==> src/rtl/barrel_shift_pkg.sv <==
// barrel_shift_pkg: shift mode codes and FSM state encoding shared by the barrel shift engine
package barrel_shift_pkg;
    typedef logic [1:0] mode_t;
    localparam mode_t MODE_ROT  = 2'd0;
    localparam mode_t MODE_LSL  = 2'd1;
    localparam mode_t MODE_ASR  = 2'd2;
    localparam mode_t MODE_RSVD = 2'd3;
    typedef enum logic {ST_IDLE, ST_SHIFT} state_t;
endpackage

==> src/rtl/barrel_shift_step.sv <==
// barrel_shift_step: combinational shift of data by 0..STEP_MAX (right/left, mode) giving result and last bit shifted out
module barrel_shift_step
    import barrel_shift_pkg::*;
#(
    parameter int WIDTH    = 16,
    parameter int STEP_MAX = 4,
    parameter int AMT_W    = $clog2(WIDTH)
) (
    input  logic [WIDTH-1:0] data,
    input  logic [AMT_W-1:0] step,
    input  logic             right,
    input  logic [1:0]       mode,
    output logic [WIDTH-1:0] res,
    output logic             carry
);
    always_comb begin
        res   = data;
        carry = 1'b0;
        for (int i = 0; i < STEP_MAX; i++) begin
            if (AMT_W'(i) < step) begin
                carry = right ? res[0] : res[WIDTH-1];
                res   = right ? {mode == MODE_ASR ? res[WIDTH-1] : (mode == MODE_LSL ? 1'b0 : res[0]), res[WIDTH-1:1]}
                              : {res[WIDTH-2:0], (mode == MODE_ROT || mode == MODE_RSVD) ? res[WIDTH-1] : 1'b0};
            end
        end
    end
endmodule

==> src/rtl/barrel_shift_engine.sv <==
// barrel_shift_engine: multi-cycle shift/rotate register; i_load/i_data load, i_start/i_direction_right/i_mode/i_shift_amount start, o_out/o_busy/o_done/o_carry/o_zero status
module barrel_shift_engine
    import barrel_shift_pkg::*;
#(
    parameter int WIDTH    = 16,
    parameter int STEP_MAX = 4,
    localparam int AMT_W   = $clog2(WIDTH)
) (
    input  logic             i_clk,
    input  logic             i_res,
    input  logic             i_load,
    input  logic [WIDTH-1:0] i_data,
    input  logic             i_start,
    input  logic             i_direction_right,
    input  logic [1:0]       i_mode,
    input  logic [AMT_W-1:0] i_shift_amount,
    output logic [WIDTH-1:0] o_out,
    output logic             o_busy,
    output logic             o_done,
    output logic             o_carry,
    output logic             o_zero
);
    state_t state, state_nxt;
    logic [AMT_W-1:0] rem, amt, step;
    logic             dir;
    logic [1:0]       mode;
    logic [WIDTH-1:0] step_res;
    logic             step_carry, last;

    if ((1 << AMT_W) == WIDTH) begin : g_pow2
        assign amt = i_shift_amount;
    end else begin : g_sat
        assign amt = (i_shift_amount > AMT_W'(WIDTH - 1)) ? AMT_W'(WIDTH - 1) : i_shift_amount;
    end

    assign step   = (rem > AMT_W'(STEP_MAX)) ? AMT_W'(STEP_MAX) : rem;
    assign last   = (rem == step);
    assign o_busy = (state == ST_SHIFT);
    assign o_zero = ~|o_out;

    barrel_shift_step #(.WIDTH(WIDTH), .STEP_MAX(STEP_MAX), .AMT_W(AMT_W)) u_step (
        .data  (o_out),
        .step  (step),
        .right (dir),
        .mode  (mode),
        .res   (step_res),
        .carry (step_carry)
    );

    always_comb begin
        state_nxt = state;
        if (i_load)
            state_nxt = ST_IDLE;
        else if (state == ST_IDLE)
            state_nxt = (i_start && amt != '0) ? ST_SHIFT : ST_IDLE;
        else
            state_nxt = last ? ST_IDLE : ST_SHIFT;
    end

    always_ff @(posedge i_clk) begin
        if (i_res) begin
            state   <= ST_IDLE;
            o_out   <= '0;
            o_carry <= 1'b0;
            o_done  <= 1'b0;
            rem     <= '0;
            dir     <= 1'b0;
            mode    <= MODE_ROT;
        end else begin
            state  <= state_nxt;
            o_done <= 1'b0;
            if (i_load) begin
                o_out   <= i_data;
                o_carry <= 1'b0;
                rem     <= '0;
            end else if (state == ST_IDLE) begin
                if (i_start) begin
                    dir    <= i_direction_right;
                    mode   <= i_mode;
                    rem    <= amt;
                    o_done <= (amt == '0);
                end
            end else begin
                o_out   <= step_res;
                o_carry <= step_carry;
                rem     <= rem - step;
                o_done  <= last;
            end
        end
    end
endmodule

==> config.mk <==
export PLATFORM = sky130hd
export DESIGN_NAME = barrel_shift_engine
export DESIGN_NICKNAME = d
export VERILOG_FILES = /design/src/rtl/barrel_shift_pkg.sv /design/src/rtl/barrel_shift_step.sv /design/src/rtl/barrel_shift_engine.sv
export SDC_FILE = /design/constraint.sdc
export NUM_CORES = 1
export LEC_CHECK = 0
export CAP_MARGIN = 5
export CORE_UTILIZATION = 50
export DETAILED_ROUTE_END_ITERATION = 10
export PLACE_DENSITY = 0.86
export SLEW_MARGIN = 25
export SYNTH_ARGS = -nofsm -noshare
export SYNTH_HDL_FRONTEND = slang
export SYNTH_SLANG_ARGS = --single-unit
==> constraint.sdc <==
create_clock -name i_clk -period 3.25 [get_ports i_clk]
set_clock_uncertainty 0.05 [all_clocks]
set_input_delay 0.65 -clock i_clk [delete_from_list [all_inputs] [get_ports i_clk]]
set_output_delay 0.65 -clock i_clk [all_outputs]
set_load 0.02 [all_outputs]
==> results of run 1 <==
[registers in the layout, summed over array words and instances, names as in the netlist]
name,cells
o_carry,1
o_out,16
mode,2
rem,4
o_done,1
dir,1
o_busy,1
[cells by family after synthesis]
kind of cell             share of synthesized area, %
adder cells (fa/ha/maj)                          1.23
AO/OA/AOI/OAI                                    36.2
other                                           0.123
buffers and inverters                            9.28
multiplexers                                     9.94
flip-flops                                       17.0
AND/OR/NAND/NOR                                  26.2
[worst max path at each step]
stage	endpoint	start	slack, ns	depth (start not counted)
2_1_floorplan	o_out[14]	mode[0]	1.14	7
3_5_place_dp	o_out[10]	i_load	0.63	6
6_report	o_zero	o_out[1]	0.42	3
5_1_grt	o_zero	o_out[1]	0.41	3
3_3_place_gp	o_out[10]	i_load	0.73	6
4_1_cts	o_zero	o_out[15]	0.47	3
[cells in the final DEF (no fill, tap or decap), types with 3 or more instances in the layout]
cell / synthesis / routed
o21ai_0: 27 / 27
mux2_2: 7 / 7
dfxtp_1: 26 / 25
o31ai_1: 6 / 6
nand2b_1: 3 / 3
nor3b_1: 5 / 5
nand2_1: 30 / 30
nand3_1: 10 / 10
clkdlybuf4s50_1: 0 / 46
a2111oi_0: 6 / 6
a211o_1: 5 / 5
a221oi_1: 4 / 4
mux2i_1: 18 / 18
a311oi_1: 5 / 5
o211ai_1: 9 / 9
o311ai_0: 3 / 3
a21oi_1: 37 / 37
nor3_1: 19 / 18
a31oi_1: 10 / 10
nor4_1: 10 / 10
inv_1: 14 / 14
a22oi_1: 4 / 4
or3_1: 4 / 4
clkbuf_8: 0 / 3
nor2b_1: 14 / 14
o22ai_1: 3 / 3
o311a_1: 4 / 4
a211oi_1: 21 / 21
nor2_1: 51 / 51
ha_1: 3 / 3
buf_4: 0 / 19
and3_1: 3 / 3
[metrics by stage]
| stage | hold WS [ns] | cells | util, % | total power (uW) | setup WS (ns) |
|---|---|---|---|---|---|
| 2_1_floorplan | 0.528 | 451 | - | 668 | 1.14 |
| 3_3_place_gp | 0.544 | 535 | 59.6 | 812 | 0.725 |
| 3_5_place_dp | 0.558 | 535 | 59.6 | 821 | 0.634 |
| 4_1_cts | 0.575 | 539 | 60.8 | 1110 | 0.468 |
| 5_1_grt | 0.646 | 539 | 60.8 | 1170 | 0.409 |
| 6_report | 0.569 | 539 | 60.8 | 1130 | 0.421 |
[per-layer routing]
layer	global-route usage, %	vias to the layer above	routed length [um]
met2	55.8	331	4960
met4	16.4	0	467
li1	-	1716	-
met3	6.59	58	1320
met5	0	-	0
met1	44.7	1717	4210
[power groups by stage]
| stage | registers [uW] | clock network, uW | logic [uW] |
|---|---|---|---|
| after CTS | 385 | 295 | 431 |
| after floorplan | 377 | 0 | 292 |
| final | 388 | 297 | 442 |
| after global routing | 389 | 303 | 477 |
| after detailed placement | 392 | 0 | 428 |
| after global placement | 391 | 0 | 421 |
[cell type report]
type	instances	area, um^2
Clock buffer	3	41.3
Clock inverter	1	30.0
Fill cell	561	2320
Inverter	14	52.6
Multi-Input combinational cell	355	2260
Sequential cell	26	522
Tap cell	75	93.8
Timing Repair Buffer	65	603
[synth_stat cells, types with 5 or more instances]
library cell	count	area share [%]
a2111oi_0	6	1.7
a211o_1	5	1.4
a211oi_1	21	5.2
a21oi_1	37	6.1
a311oi_1	5	1.4
a31oi_1	10	2.0
buf_1	6	0.74
buf_2	11	1.8
clkbuf_1	38	4.7
dfxtp_1	26	17
inv_1	14	1.7
mux2_2	7	2.6
mux2i_1	18	5.9
nand2_1	30	3.7
nand3_1	10	1.6
nor2_1	51	6.3
nor2b_1	14	2.9
nor3_1	19	3.1
nor3b_1	5	1.2
nor4_1	10	2.0
o211ai_1	9	2.2
o21ai_0	27	4.4
o31ai_1	6	1.5
[worst max-delay path: cells and delay by family (launching register included)]
| kind | cells | cell delay, ns |
|---|---|---|
| buffers and inverters | 1 | 0.60 |
| AND/OR/NAND/NOR | 2 | 0.77 |
| flip-flops | 1 | 0.47 |
==> impl_metrics.env, run 1 <==
export IMPL_diodes=0
export IMPL_syn_avg_cell_area_um2=6.78
export IMPL_worstSetupPathType="register to output pin"
export IMPL_end_kind="output pin"
export IMPL_drt_pass1_iterations=6
export IMPL_cts_setup_buffers=0
export IMPL_start_kind="register"
export IMPL_period_minus_slack_ns=2.83
export IMPL_antenna_found_initial=0
export IMPL_leakagePower_uw=0.00123
export IMPL_fmax_ghz=0.353
export IMPL_core_region_area_um2=5920
export IMPL_dieArea_um2=6440
export IMPL_rsz0062_at_grt="false"
export IMPL_ys_seq_area_share_pct=17.0
export IMPL_outcome="finished clean"
export IMPL_io_buffers=46
export IMPL_r2r_setup_slack_ns=0.63
export IMPL_switching_share_pct=38.6
export IMPL_drv_cap=0
export IMPL_place_gp_congestion=0.944
export IMPL_cts_tree="built"
export IMPL_synth_edff_count=0
export IMPL_syn_to_final_growth_pct=17.8
export IMPL_crit_chain="nor4_1 -> and4_1 -> clkdlybuf4s50_1"
export IMPL_grt_pass1_wl_mm=17.5
export IMPL_netlist_area_um2=3060
export IMPL_p_seq_share_pct=34.4
export IMPL_die_x_um=80.2
export IMPL_vias_per_cell=7.09
export IMPL_synth_seq_cells=26
export IMPL_power_frac_clock_pct=26.4
export IMPL_syn_nets=481
export IMPL_drive_gt1_share_pct=8.84
export IMPL_dp_hpwl_mm=7.25
export IMPL_wire_per_inst_um=20.3
export IMPL_grt_start_max_net_pins=46
export IMPL_numClockSinks=26
export IMPL_hold_viol_final=0
export IMPL_yosys_warnings=0
export IMPL_clk_pin_slew_ns=0.11
export IMPL_final_period_utilization_pct=87.1
export IMPL_hold_depth=4
export IMPL_rows=28
export IMPL_clk_insertion_delay_late_ns=0.29
export IMPL_grt_overflow_total=0
export IMPL_ant_nets=0
export IMPL_h_tree_depth=1
export IMPL_drt_iter0_drc=462
export IMPL_crit_path_max_incr_delay_ns=0.60
export IMPL_cts_hold_buffers_added=0
export IMPL_rr_worst_depth=7
export IMPL_worst_pin_slew_ns=0.602
export IMPL_power_switching_uw=436
export IMPL_design_area_um2=3600
export IMPL_finalSetupTns_ns=0
export IMPL_slew_viol_final=0
export IMPL_p_int_uw=691
export IMPL_die_y_um=80.2
export IMPL_holdCritStartpoint="mode[0]"
export IMPL_grt_usage_pct=34.8
export IMPL_power_frac_comb_pct=39.2
export IMPL_async_reset_ff_share_pct=0
export IMPL_synth_cells=451
export IMPL_ir_worst_vdd_mv=0.312
export IMPL_pin_count=47
export IMPL_vias=3822
export IMPL_r2r_end="o_out[0]"
export IMPL_routed_wl_mm=11.0
export IMPL_hold_path_class="register to register"
export IMPL_dpl_instance_area_um2=3530
export IMPL_cts_resized=0
export IMPL_grt_pass1_vias=3492
export IMPL_cp_slowest_cell="clkdlybuf4s50_1"
export IMPL_relSlewSlack_pct=59.8
export IMPL_critPathArrivalTime_ns=2.13
export IMPL_cp_required_ns=2.55
export IMPL_min_delay_worst_endpoint="mode[0]"
export IMPL_setup_viol=0
export IMPL_cts_inserted_buffers=3
export IMPL_cellPowerDensity_nw_per_um2=313
export IMPL_cp_max_fo=11
export IMPL_synthDistinctLibCells=58
export IMPL_timing_rr_start="rem[1]"
export IMPL_drc=0
export IMPL_start_util_pct=51.7
export IMPL_nets=495
export IMPL_synth_flop_cell="dfxtp_1"
export IMPL_cts_buffer_depth=2
export IMPL_cts_root_buffer="clkbuf_8"
Power figures use the tool's default switching activity.
==> inputs of run 2 (changes only) <==
CORE_UTILIZATION = 55   (was 50)
PLACE_DENSITY = 0.92   (was 0.86)
clock period = 3.1 ns   (was 3.25 ns; I/O delays follow)
==> run 2 against run 1 <==
  * Final cell count rose by 0.37%
  * Global-route usage rose by 3.0 points
  * Power fell by 0.94%
  * Register-to-register slack got worse by 0.06 ns
  * Core utilization rose by 8.5 points
  * Worst hold slack improved by 0.0032 ns
  * Critical path type unchanged
  * Largest power group unchanged
  * Via count rose by 0.94%
==> impl_metrics.env, run 2 (synthesized netlist as in run 1, its figures left out) <==
export IMPL_dieArea_um2=5860
export IMPL_rows=26
export IMPL_outcome="finished clean"
export IMPL_place_gp_congestion=0.960
export IMPL_hold_viol_final=0
export IMPL_clk_insertion_delay_late_ns=0.28
export IMPL_wire_per_inst_um=20.2
export IMPL_reg_top3="o_out (16), rem (4), mode (2)"
export IMPL_cts_root_buffer="clkbuf_8"
export IMPL_slew_viol_final=0
export IMPL_vias_per_cell=7.13
export IMPL_vias=3858
export IMPL_design_area_um2=3630
export IMPL_critPathArrivalTime_ns=1.99
export IMPL_crit_path_max_incr_delay_ns=0.61
export IMPL_die_y_um=76.6
export IMPL_final_period_utilization_pct=85.9
export IMPL_clk_pin_slew_ns=0.10
export IMPL_grt_start_max_net_pins=46
export IMPL_routed_wl_mm=10.9
export IMPL_cp_required_ns=2.43
export IMPL_final_cell_mix="nor2_1, clkdlybuf4s50_1, a21oi_1"
export IMPL_cp_slowest_cell="clkdlybuf4s50_1"
export IMPL_final_cells=541
export IMPL_grt_pass1_wl_mm=17.9
export IMPL_cts_resized=0
export IMPL_relSlewSlack_pct=44.9
export IMPL_syn_to_final_growth_pct=18.7
export IMPL_h_tree_depth=1
export IMPL_regMostFlops="o_out"
export IMPL_end_kind="output pin"
export IMPL_cts_buffer_depth=2
export IMPL_grt_overflow_total=0
export IMPL_core_region_area_um2=5240
export IMPL_nets=502
export IMPL_ir_worst_vdd_mv=0.187
export IMPL_pre_cts_slack_ns=0.505
export IMPL_worstSetupPathType="register to output pin"
export IMPL_grt_pass1_vias=3563
export IMPL_period_minus_slack_ns=2.66
export IMPL_fmax_ghz=0.376
export IMPL_crit_chain="nor4_1 -> and4_1 -> clkdlybuf4s50_1"
export IMPL_dpl_instance_area_um2=3580
export IMPL_hold_path_class="register to register"
export IMPL_cts_inserted_buffers=3
export IMPL_drc=0
export IMPL_io_buffers=46
export IMPL_cts_hold_buffers_added=0
export IMPL_cp_max_fo=11
export IMPL_drv_cap=0
export IMPL_die_x_um=76.6
export IMPL_cts_setup_buffers=0
export IMPL_drt_iter0_drc=545
export IMPL_layout_commonest_cell="nor2_1"
export IMPL_worst_pin_slew_ns=0.822
export IMPL_power_uw=1120
export IMPL_dp_hpwl_mm=7.44
export IMPL_antenna_found_initial=0
export IMPL_cellPowerDensity_nw_per_um2=307
export IMPL_drive_gt1_share_pct=10.2
export IMPL_worst_path_buf_inv=1
export IMPL_cp_top_family="simple AND/OR/NAND/NOR gates"
export IMPL_cts_tree="built"
export IMPL_start_kind="register"
export IMPL_placedCellCount=537
export IMPL_grt_usage_pct=37.8
export IMPL_setup_viol=0
export IMPL_fin_ws_ns=0.438
export IMPL_pin_count=47
export IMPL_ant_nets=0
export IMPL_finalSetupTns_ns=0
export IMPL_drt_pass1_iterations=5
export IMPL_numClockSinks=26
export IMPL_start_util_pct=58.4
export IMPL_largest_register_ff_count=16
export IMPL_rsz0062_at_grt="false"
export IMPL_leakagePower_uw=0.00126
export IMPL_diodes=0
-- run 2: cell types whose count changed in the layout (fill, tap and decap cells not counted) --
cell | before | now
buf_4 | 19 | 26
bufinv_16 | 1 | 0
clkbuf_8 | 3 | 4
-- run 2: where the power goes --
part	switching [uW]	leakage [uW]	internal, uW	total [uW]
registers	49.0	0.000214	354	403
logic	270	0.00102	204	474
clock network	125	0.0000288	114	239
-- run 2: path summary, 6_finish.rpt --
| kind | slack [ns] | cells past startpoint | startpoint | endpoint |
|---|---|---|---|---|
| min | 0.57 | 4 | mode[1] | mode[1] |
| min reg2reg | 0.57 | 4 | mode[1] | mode[1] |
| max reg2reg | 0.57 | 6 | dir | o_out[9] |
| max | 0.44 | 3 | o_out[1] | o_zero |
-- run 2: final cells by class --
type	instances	area, um^2
Inverter	14	52.6
Clock buffer	4	55.1
Timing Repair Buffer	72	656
Tap cell	70	87.6
Sequential cell	26	522
Fill cell	462	1610
Multi-Input combinational cell	355	2260
-- run 2: worst reg2reg max path: cells and delay by family (launching register included) --
family                 cells  cell delay (ns)
AOI/OAI and AO/OA          2             0.55
buffers and inverters      1             0.35
DFF                        1             0.81
and+or+nand+nor            3             0.67
-- run 2: layer usage --
layer	track usage, %	wire [um]
met5	0	0
met3	7.78	1290
met2	60.1	4910
met1	48.9	4220
met4	17.3	500
-- run 2: through the flow --
step / utilization (%) / hold WS (ns)
finish: 69.4 / 0.573
global route: 69.4 / 0.640
CTS: 69.4 / 0.576
detailed placement: 68.3 / 0.562
global placement: 68.3 / 0.545
floorplan: - / 0.528
